`config.mk`:
```
export PLATFORM = sky130hd
export DESIGN_NAME = mem_access_unit_flat
export DESIGN_NICKNAME = d
export VERILOG_FILES = /design/src/rtl/mem_access_pkg.sv /design/src/rtl/mem_access_unit_if.sv /design/src/rtl/mem_lane_align.sv /design/src/rtl/mem_access_unit.sv /design/src/flat_wrapper.sv
export SDC_FILE = /design/constraint.sdc
export NUM_CORES = 1
export LEC_CHECK = 0
export CORE_MARGIN = 10
export CORE_UTILIZATION = 51
export CTS_CLUSTER_SIZE = 28
export DETAILED_ROUTE_END_ITERATION = 16
export DONT_BUFFER_PORTS = 1
export PLACE_DENSITY = 0.7
export SYNTH_ARGS = -nofsm -noshare
export SYNTH_HDL_FRONTEND = slang
export SYNTH_SLANG_ARGS = --single-unit
```
`constraint.sdc`:
```
create_clock -name clk -period 1.8 [get_ports clk]
set_clock_uncertainty 0.15 [all_clocks]
set_input_delay 0.18 -clock clk [delete_from_list [all_inputs] [get_ports clk]]
set_output_delay 0.18 -clock clk [all_outputs]
set_load 0.02 [all_outputs]
```
`src/rtl/mem_access_pkg.sv`:
```
// mem_access_pkg: shared encodings for the memory access unit (size codes, FSM states, timeout counter width)
package mem_access_pkg;
  localparam logic [1:0] MEM_SIZE_BYTE = 2'd0;
  localparam logic [1:0] MEM_SIZE_HALF = 2'd1;
  localparam logic [1:0] MEM_SIZE_WORD = 2'd2;
  localparam int MEM_UNSIGNED_BIT = 2;
  typedef enum logic [1:0] {ST_IDLE, ST_REQ, ST_DONE} state_t;
  function automatic int cnt_width(input int n);
    return $clog2(n + 1);
  endfunction
endpackage

```
`src/rtl/mem_access_unit_if.sv`:
```
// mem_access_unit_if: req/ack data bus; master drives req/we/addr/be/wdata, slave returns ack/rdata
interface mem_access_unit_if;
  logic        bus_req;
  logic        bus_we;
  logic [31:0] bus_addr;
  logic [3:0]  bus_be;
  logic [31:0] bus_wdata;
  logic        bus_ack;
  logic [31:0] bus_rdata;
  modport master (output bus_req, bus_we, bus_addr, bus_be, bus_wdata, input bus_ack, bus_rdata);
  modport slave (input bus_req, bus_we, bus_addr, bus_be, bus_wdata, output bus_ack, bus_rdata);
endinterface

```
`src/rtl/mem_lane_align.sv`:
```
// mem_lane_align: byte enables, lane-replicated store data, misalignment flag (request side) and extracted/extended load data (response side)
// ports: i_req_type/i_req_lo/i_wdata -> o_be/o_wdata/o_misaligned; i_rsp_type/i_rsp_lo/i_rdata -> o_rdata
module mem_lane_align
  import mem_access_pkg::*;
(
  input  logic [2:0]  i_req_type,
  input  logic [1:0]  i_req_lo,
  input  logic [31:0] i_wdata,
  input  logic [2:0]  i_rsp_type,
  input  logic [1:0]  i_rsp_lo,
  input  logic [31:0] i_rdata,
  output logic [3:0]  o_be,
  output logic [31:0] o_wdata,
  output logic [31:0] o_rdata,
  output logic        o_misaligned
);
  logic [1:0]  w_sz;
  logic [1:0]  w_rsz;
  logic [31:0] w_sh;
  logic        w_sx;
  assign w_sz = i_req_type[1:0];
  assign w_rsz = i_rsp_type[1:0];
  assign o_be = w_sz == MEM_SIZE_BYTE ? 4'b0001 << i_req_lo :
                w_sz == MEM_SIZE_HALF ? 4'b0011 << i_req_lo : 4'b1111;
  assign o_wdata = w_sz == MEM_SIZE_BYTE ? {4{i_wdata[7:0]}} :
                   w_sz == MEM_SIZE_HALF ? {2{i_wdata[15:0]}} : i_wdata;
  // size code 3 is undefined and is rejected like a misaligned access
  assign o_misaligned = w_sz == MEM_SIZE_BYTE ? 1'b0 :
                        w_sz == MEM_SIZE_HALF ? i_req_lo[0] :
                        w_sz == MEM_SIZE_WORD ? |i_req_lo : 1'b1;
  assign w_sh = i_rdata >> {i_rsp_lo, 3'b000};
  assign w_sx = ~i_rsp_type[MEM_UNSIGNED_BIT];
  assign o_rdata = w_rsz == MEM_SIZE_BYTE ? {{24{w_sx & w_sh[7]}}, w_sh[7:0]} :
                   w_rsz == MEM_SIZE_HALF ? {{16{w_sx & w_sh[15]}}, w_sh[15:0]} : i_rdata;
endmodule

```
`src/rtl/mem_access_unit.sv`:
```
// mem_access_unit: turns single-cycle CPU load/store requests into a req/ack bus transaction with sizing, stall and fault
// ports: clk, cpu_rst_n (async low), cpu_en, mem_ren/wen/type/addr/dout in, mem_din/stall/fault out, bus (master modport)
// MEM_ACCESS_STATS_EN adds stat_loads/stat_stores/stat_wait counters
module mem_access_unit
  import mem_access_pkg::*;
#(
  parameter int TIMEOUT_CYCLES = 255
) (
  input  logic        clk,
  input  logic        cpu_rst_n,
  input  logic        cpu_en,
  input  logic        mem_ren,
  input  logic        mem_wen,
  input  logic [2:0]  mem_type,
  input  logic [31:0] mem_addr,
  input  logic [31:0] mem_dout,
  output logic [31:0] mem_din,
  output logic        mem_stall,
  output logic        mem_fault,
  mem_access_unit_if.master bus
`ifdef MEM_ACCESS_STATS_EN
  ,
  output logic [31:0] stat_loads,
  output logic [31:0] stat_stores,
  output logic [31:0] stat_wait
`endif
);
  localparam int CW = cnt_width(TIMEOUT_CYCLES);
  state_t      r_state;
  logic [CW-1:0] r_cnt;
  logic        r_to;
  logic        r_req;
  logic        r_we;
  logic [31:0] r_addr;
  logic [3:0]  r_be;
  logic [31:0] r_wdata;
  logic [2:0]  r_type;
  logic [1:0]  r_lo;
  logic [31:0] r_din;
  logic [3:0]  w_be;
  logic [31:0] w_wdata;
  logic [31:0] w_rdata;
  logic        w_mis;
  logic        w_access;
  logic        w_illegal;
  logic        w_go;
  mem_lane_align u_align (
    .i_req_type  (mem_type),
    .i_req_lo    (mem_addr[1:0]),
    .i_wdata     (mem_dout),
    .i_rsp_type  (r_type),
    .i_rsp_lo    (r_lo),
    .i_rdata     (bus.bus_rdata),
    .o_be        (w_be),
    .o_wdata     (w_wdata),
    .o_rdata     (w_rdata),
    .o_misaligned(w_mis)
  );
  assign w_access = cpu_en & (mem_ren ^ mem_wen);
  assign w_illegal = cpu_en & mem_ren & mem_wen;
  // gating with reset keeps stall low while reset is held even if the request inputs stay up
  assign w_go = cpu_rst_n & (r_state == ST_IDLE) & w_access & ~w_mis;
  assign mem_stall = w_go | (r_state == ST_REQ);
  assign mem_fault = ((r_state == ST_IDLE) & (w_illegal | (w_access & w_mis))) | ((r_state == ST_DONE) & r_to);
  assign mem_din = r_din;
  assign bus.bus_req = r_req;
  assign bus.bus_we = r_we;
  assign bus.bus_addr = r_addr;
  assign bus.bus_be = r_be;
  assign bus.bus_wdata = r_wdata;
  always_ff @(posedge clk or negedge cpu_rst_n) begin
    if (!cpu_rst_n) begin
      r_state <= ST_IDLE;
      r_cnt <= '0;
      r_to <= 1'b0;
      r_req <= 1'b0;
      r_we <= 1'b0;
      r_addr <= '0;
      r_be <= '0;
      r_wdata <= '0;
      r_type <= '0;
      r_lo <= '0;
      r_din <= '0;
`ifdef MEM_ACCESS_STATS_EN
      stat_loads <= '0;
      stat_stores <= '0;
      stat_wait <= '0;
`endif
    end else begin
      case (r_state)
        ST_IDLE: if (w_go) begin
          r_state <= ST_REQ;
          r_req <= 1'b1;
          r_we <= mem_wen;
          r_addr <= {mem_addr[31:2], 2'b00};
          r_be <= w_be;
          r_wdata <= w_wdata;
          r_type <= mem_type;
          r_lo <= mem_addr[1:0];
        end
        ST_REQ: begin
`ifdef MEM_ACCESS_STATS_EN
          stat_wait <= stat_wait + 32'd1;
`endif
          // an ack on the final timeout cycle still completes the access normally
          if (bus.bus_ack) begin
            if (!r_we) r_din <= w_rdata;
            r_cnt <= '0;
            r_req <= 1'b0;
            r_state <= ST_DONE;
`ifdef MEM_ACCESS_STATS_EN
            if (r_we) stat_stores <= stat_stores + 32'd1;
            else stat_loads <= stat_loads + 32'd1;
`endif
          end else if (r_cnt == CW'(TIMEOUT_CYCLES - 1)) begin
            r_din <= '0;
            r_cnt <= '0;
            r_req <= 1'b0;
            r_to <= 1'b1;
            r_state <= ST_DONE;
          end else r_cnt <= r_cnt + CW'(1);
        end
        ST_DONE: begin
          r_to <= 1'b0;
          r_state <= ST_IDLE;
        end
        default: r_state <= ST_IDLE;
      endcase
    end
  end
endmodule
```
`src/flat_wrapper.sv`:
```
// flat-port wrapper written by rule: the top's interface ports become plain ports
module mem_access_unit_flat import mem_access_pkg::*;
#(
  parameter int TIMEOUT_CYCLES = 255
)
  (clk, cpu_rst_n, cpu_en, mem_ren, mem_wen, mem_type, mem_addr, mem_dout, mem_din, mem_stall, mem_fault, bus_bus_req, bus_bus_we, bus_bus_addr, bus_bus_be, bus_bus_wdata, bus_bus_ack, bus_bus_rdata);
  mem_access_unit_if bus_i ();
  input  logic clk;
  input  logic cpu_rst_n;
  input  logic cpu_en;
  input  logic mem_ren;
  input  logic mem_wen;
  input  logic [2:0] mem_type;
  input  logic [31:0] mem_addr;
  input  logic [31:0] mem_dout;
  output logic [31:0] mem_din;
  output logic mem_stall;
  output logic mem_fault;
  output wire logic [$bits(bus_i.bus_req)-1:0] bus_bus_req;
  output wire logic [$bits(bus_i.bus_we)-1:0] bus_bus_we;
  output wire logic [$bits(bus_i.bus_addr)-1:0] bus_bus_addr;
  output wire logic [$bits(bus_i.bus_be)-1:0] bus_bus_be;
  output wire logic [$bits(bus_i.bus_wdata)-1:0] bus_bus_wdata;
  input wire logic [$bits(bus_i.bus_ack)-1:0] bus_bus_ack;
  input wire logic [$bits(bus_i.bus_rdata)-1:0] bus_bus_rdata;
  assign bus_bus_req = bus_i.bus_req;
  assign bus_bus_we = bus_i.bus_we;
  assign bus_bus_addr = bus_i.bus_addr;
  assign bus_bus_be = bus_i.bus_be;
  assign bus_bus_wdata = bus_i.bus_wdata;
  assign bus_i.bus_ack = bus_bus_ack;
  assign bus_i.bus_rdata = bus_bus_rdata;
  mem_access_unit #(.TIMEOUT_CYCLES(TIMEOUT_CYCLES)) u_core (.clk(clk), .cpu_rst_n(cpu_rst_n), .cpu_en(cpu_en), .mem_ren(mem_ren), .mem_wen(mem_wen), .mem_type(mem_type), .mem_addr(mem_addr), .mem_dout(mem_dout), .mem_din(mem_din), .mem_stall(mem_stall), .mem_fault(mem_fault), .bus(bus_i));
endmodule
```
==> impl_metrics.prom <==
# TYPE chip_impl_metric gauge
chip_impl_metric{name="layout-area-overhead-vs-synth",unit="%"} 45.41
chip_impl_metric{name="final.fill_count",unit=""} 664
chip_impl_metric{name="fp.dieArea",unit="um2"} 15520
chip_impl_info{name="cts_tree",value="yes"} 1
chip_impl_info{name="violations",value="hold timing, setup timing"} 1
chip_impl_info{name="critPathSlowestCell",value="dfrtp_1"} 1
chip_impl_metric{name="synthSimpleGateAreaFrac",unit="%"} 8.930
chip_impl_metric{name="clk_pin_slew",unit="ns"} 0.06
chip_impl_info{name="synth_commonest_cells",value="dfrtp_1, mux2_2, nand2_1, mux2i_1, o21ai_0"} 1
chip_impl_info{name="crit_path_frequent_cell",value="buf_4"} 1
chip_impl_metric{name="die_width",unit="um"} 124.6
chip_impl_info{name="timing.hold.worst.class",value="primary input to asynchronous set/reset pin"} 1
chip_impl_metric{name="first_iter_violations",unit=""} 437
chip_impl_info{name="setup.worst_path.start_class",value="register"} 1
chip_impl_info{name="crit_path_start",value="u_core.r_state[1]"} 1
chip_impl_metric{name="maxClockFrequency",unit="MHz"} 494.8
chip_impl_metric{name="timing.final.hold_violations",unit=""} 136
chip_impl_metric{name="grt_pass1_wl",unit="um"} 27810
chip_impl_metric{name="period_share",unit="%"} 112.3
chip_impl_metric{name="final_util",unit="%"} 75.13
chip_impl_metric{name="max_stage_delay",unit="ns"} 0.41
chip_impl_metric{name="async_reset_ff_share",unit="%"} 100.0
chip_impl_metric{name="cts_buffers",unit=""} 17
chip_impl_metric{name="synth_cells",unit=""} 480
chip_impl_info{name="rsz0062_at_grt",value="yes"} 1
chip_impl_metric{name="via_count_of_the_first_global_routing_pass",unit=""} 4822
chip_impl_metric{name="floorplan.rows",unit=""} 38
chip_impl_metric{name="finalHoldWorstSlack",unit="ns"} -0.7892
chip_impl_metric{name="cap_violations",unit=""} 0
chip_impl_metric{name="dpl.hpwl",unit="um"} 11320
chip_impl_metric{name="highest_net_fanout_along_the_worst_path",unit=""} 8
chip_impl_metric{name="final_net_count",unit=""} 751
chip_impl_info{name="worstPathCellList",value="inv_2 -> o2111a_2 -> and3_4 -> buf_4 -> buf_12 -> buf_4 -> clkbuf_16 -> mux2_2"} 1
chip_impl_metric{name="worstMarginPinSlew",unit="ns"} 1.216
chip_impl_metric{name="grt_remaining_overflow",unit=""} 0
chip_impl_metric{name="synth_edf_count",unit=""} 0
chip_impl_info{name="outcome",value="finished with violations"} 1
chip_impl_metric{name="ctsLongestPathBuffers",unit=""} 2
chip_impl_metric{name="place.port_buffers",unit=""} 0
chip_impl_metric{name="antenna_found_initial",unit=""} 2
chip_impl_metric{name="synth-compound-area-share",unit="%"} 15.37
chip_impl_metric{name="dr.pass1.iters",unit=""} 5
chip_impl_info{name="clock_tree.root_cell",value="clkbuf_8"} 1
chip_impl_info{name="worst_setup_path_endpoint",value="u_core.bus.bus_wdata[28]"} 1
chip_impl_metric{name="grt_max_degree",unit=""} 137
chip_impl_metric{name="fin_crit",unit="ns"} 2.021
chip_impl_info{name="post-synth-top-count-cell",value="dfrtp_1"} 1
chip_impl_metric{name="design.portCount",unit=""} 209
chip_impl_metric{name="synth_sequential_area_ratio",unit="%"} 52.05
chip_impl_info{name="critical_path.reg2reg.startpoint",value="u_core.r_state[1]"} 1
chip_impl_metric{name="clock_tree.htree_level_count",unit=""} 4
chip_impl_metric{name="yosysWarningCount",unit=""} 0
chip_impl_metric{name="ir_drop",unit="V"} 0.0007755
chip_impl_info{name="yosys.area.top_type",value="dfrtp_1"} 1
chip_impl_info{name="cp-end-kind",value="register"} 1
chip_impl_metric{name="groute.usage.overall",unit="%"} 22.12
chip_impl_metric{name="drive_gt1_share",unit="%"} 28.07
chip_impl_metric{name="synthMuxAreaShare",unit="%"} 17.46
chip_impl_metric{name="leakage",unit="nW"} 3.601
chip_impl_metric{name="detail-route-antenna-nets",unit=""} 0
chip_impl_metric{name="synth.avg_cell_area",unit="um2"} 11.62
chip_impl_metric{name="setup_viol",unit=""} 79
chip_impl_metric{name="synth_xor_xnor_area_share",unit="%"} 0.6282
chip_impl_metric{name="total_power",unit="mW"} 10.57
chip_impl_info{name="synthFlopType",value="dfrtp_1"} 1
chip_impl_metric{name="setup_ws",unit="ns"} -0.2210
chip_impl_metric{name="worst-path-stages",unit=""} 8
chip_impl_metric{name="report.final.slew_viol_count",unit=""} 0
chip_impl_metric{name="detail_route.wirelength",unit="um"} 19510
chip_impl_metric{name="worst_skew_pair.late_latency",unit="ns"} 0.52
chip_impl_metric{name="core_region_area",unit="um2"} 10790
chip_impl_metric{name="synth_fa_ha_area_share",unit="%"} 1.346
chip_impl_metric{name="mappedNetlistArea",unit="um2"} 5577
chip_impl_metric{name="worst-path-buf-inv",unit=""} 5
chip_impl_metric{name="tns",unit="ns"} -8.413
chip_impl_metric{name="reg2reg_slack",unit="ns"} -0.22
chip_impl_info{name="critical_path.reg2reg.endpoint",value="u_core.bus.bus_wdata[28]"} 1
chip_impl_metric{name="avgViaCountPerCell",unit=""} 6.026
chip_impl_metric{name="synthDistinctLibCells",unit=""} 48
chip_impl_metric{name="cts_sinks",unit=""} 116
chip_impl_metric{name="initial_utilization",unit="%"} 51.67
chip_impl_metric{name="netlist.area_leader.share",unit="%"} 52.05
chip_impl_info{name="synthTopCellsByArea",value="dfrtp_1, mux2_2, mux2i_1"} 1
chip_impl_info{name="critical_path.top_delay_family",value="buffers and inverters"} 1
chip_impl_metric{name="ys_seq_elements",unit=""} 116
chip_impl_metric{name="relative_slew_slack",unit="%"} 18.95
chip_impl_info{name="synth_top_family_by_area",value="multiplexers"} 1
chip_impl_metric{name="drt_drc_violations_left",unit=""} 0
chip_impl_metric{name="gp_congestion",unit=""} 0.8658
chip_impl_metric{name="fp.dieH",unit="um"} 124.6
chip_impl_metric{name="cp_data_arrival_time",unit="ns"} 2.28
chip_impl_metric{name="num_vias",unit=""} 4785
chip_impl_metric{name="worstPathRequired",unit="ns"} 2.06
chip_impl_metric{name="avgRoutedWirePerCell",unit="um"} 24.57
chip_impl_metric{name="power_density",unit="nW/um2"} 1304
chip_impl_metric{name="timing.reg2reg.worst_path_depth",unit=""} 8
chip_impl_info{name="timing_worst_setup_path_type",value="register to register"} 1
-- worst min path at each step --
stage,cells after the start,slack (ns),start,end
4_1_cts,0,-0.81,cpu_rst_n,u_core.mem_din[21]
3_3_place_gp,0,-0.26,cpu_rst_n,u_core.r_cnt[3]
6_report,0,-0.79,cpu_rst_n,u_core.mem_din[21]
5_1_grt,0,-0.81,cpu_rst_n,u_core.r_cnt[4]
2_1_floorplan,0,-0.27,cpu_rst_n,u_core.bus.bus_addr[10]
3_5_place_dp,0,-0.26,cpu_rst_n,u_core.r_cnt[3]
-- sequential cells by signal, indices dropped and copies added (netlist names) --
signal / count
u_core.bus.bus_addr: 30
u_core.bus.bus_wdata: 32
u_core.bus.bus_we: 1
u_core.r_state: 2
u_core.r_to: 1
u_core.mem_din: 32
u_core.bus.bus_req: 1
u_core.r_cnt: 8
u_core.bus.bus_be: 4
u_core.r_type: 3
u_core.r_lo: 2
-- worst register-to-register path: cells and delay by family, from the launching register on --
kind	cells	cell delay, ns
AO/OA/AOI/OAI	1	0.23
multiplexers	1	0.34
flip-flops	1	0.41
buffers and inverters	5	0.59
AND/OR/NAND/NOR	1	0.19
-- power breakdown --
part	internal [mW]	switching (mW)
Combinational	1.43	1.02
Clock	1.73	1.16
Sequential	3.47	1.75
-- cell type report --
cell class	instances	area (um2)	area share, %
diodes	2	5.005	0.06172
clock buffers	21	449.2	5.539
clock inverters	10	60.06	0.7406
inverters	10	37.54	0.4629
multi-input cells	322	2679	33.04
flip-flops and latches	116	2903	35.80
well taps	140	175.2	2.160
repair buffers	173	1800	22.20
-- through the flow --
stage | instance area [um2] | setup slack, ns | std cells
floorplan | 5620 | -0.1408 | 481
global placement | 5921 | -0.01432 | 625
detailed placement | 5921 | -0.08741 | 625
CTS | 7612 | -0.2149 | 766
global route | 8109 | -0.2658 | 794
finish | 8109 | -0.2210 | 794
-- layer usage --
layer | up-vias | GRT usage, % | part of all wire (%)
li1 | 2101 | - | -
met1 | 2398 | 24.34 | 36
met2 | 245 | 37.53 | 52
met3 | 41 | 9.915 | 9.8
met4 | 0 | 6.580 | 2.3
met5 | - | 0 | 0
-- cell usage in the layout, fill, tap and decap left out, types with 6 or more instances in the layout --
cell type,instances
inv_1,7
o21ai_0,27
dfrtp_1,116
and2_1,6
nand4_1,10
a221o_1,16
o2bb2ai_1,8
mux2i_1,32
buf_12,7
mux2_2,26
dlygate4sd3_1,99
nand2_1,33
clkbuf_16,19
buf_6,17
a31oi_1,22
nand2b_1,9
nor2_1,15
mux2_4,30
buf_4,42
clkinv_2,6
a22oi_1,7
a21oi_1,22
-- logic make-up after synthesis --
logic type / count (synthesis)
muxes: 89
xor gates and xnor gates: 4
adders and majority gates: 6
DFF: 116
AOI/OAI and AO/OA: 124
buffers and inverters: 45
other: 1
and+or+nand+nor: 95
-- what timing repair did --
item	CTS	global route
setup endpoints to repair	73	99
endpoints found under the hold margin	223	137
hold buffers	98	2
resized for setup	22	70
buffers inserted	9	22
pin swaps	5	4
gates cloned	4	4
(Power assumes the default switching activity.)
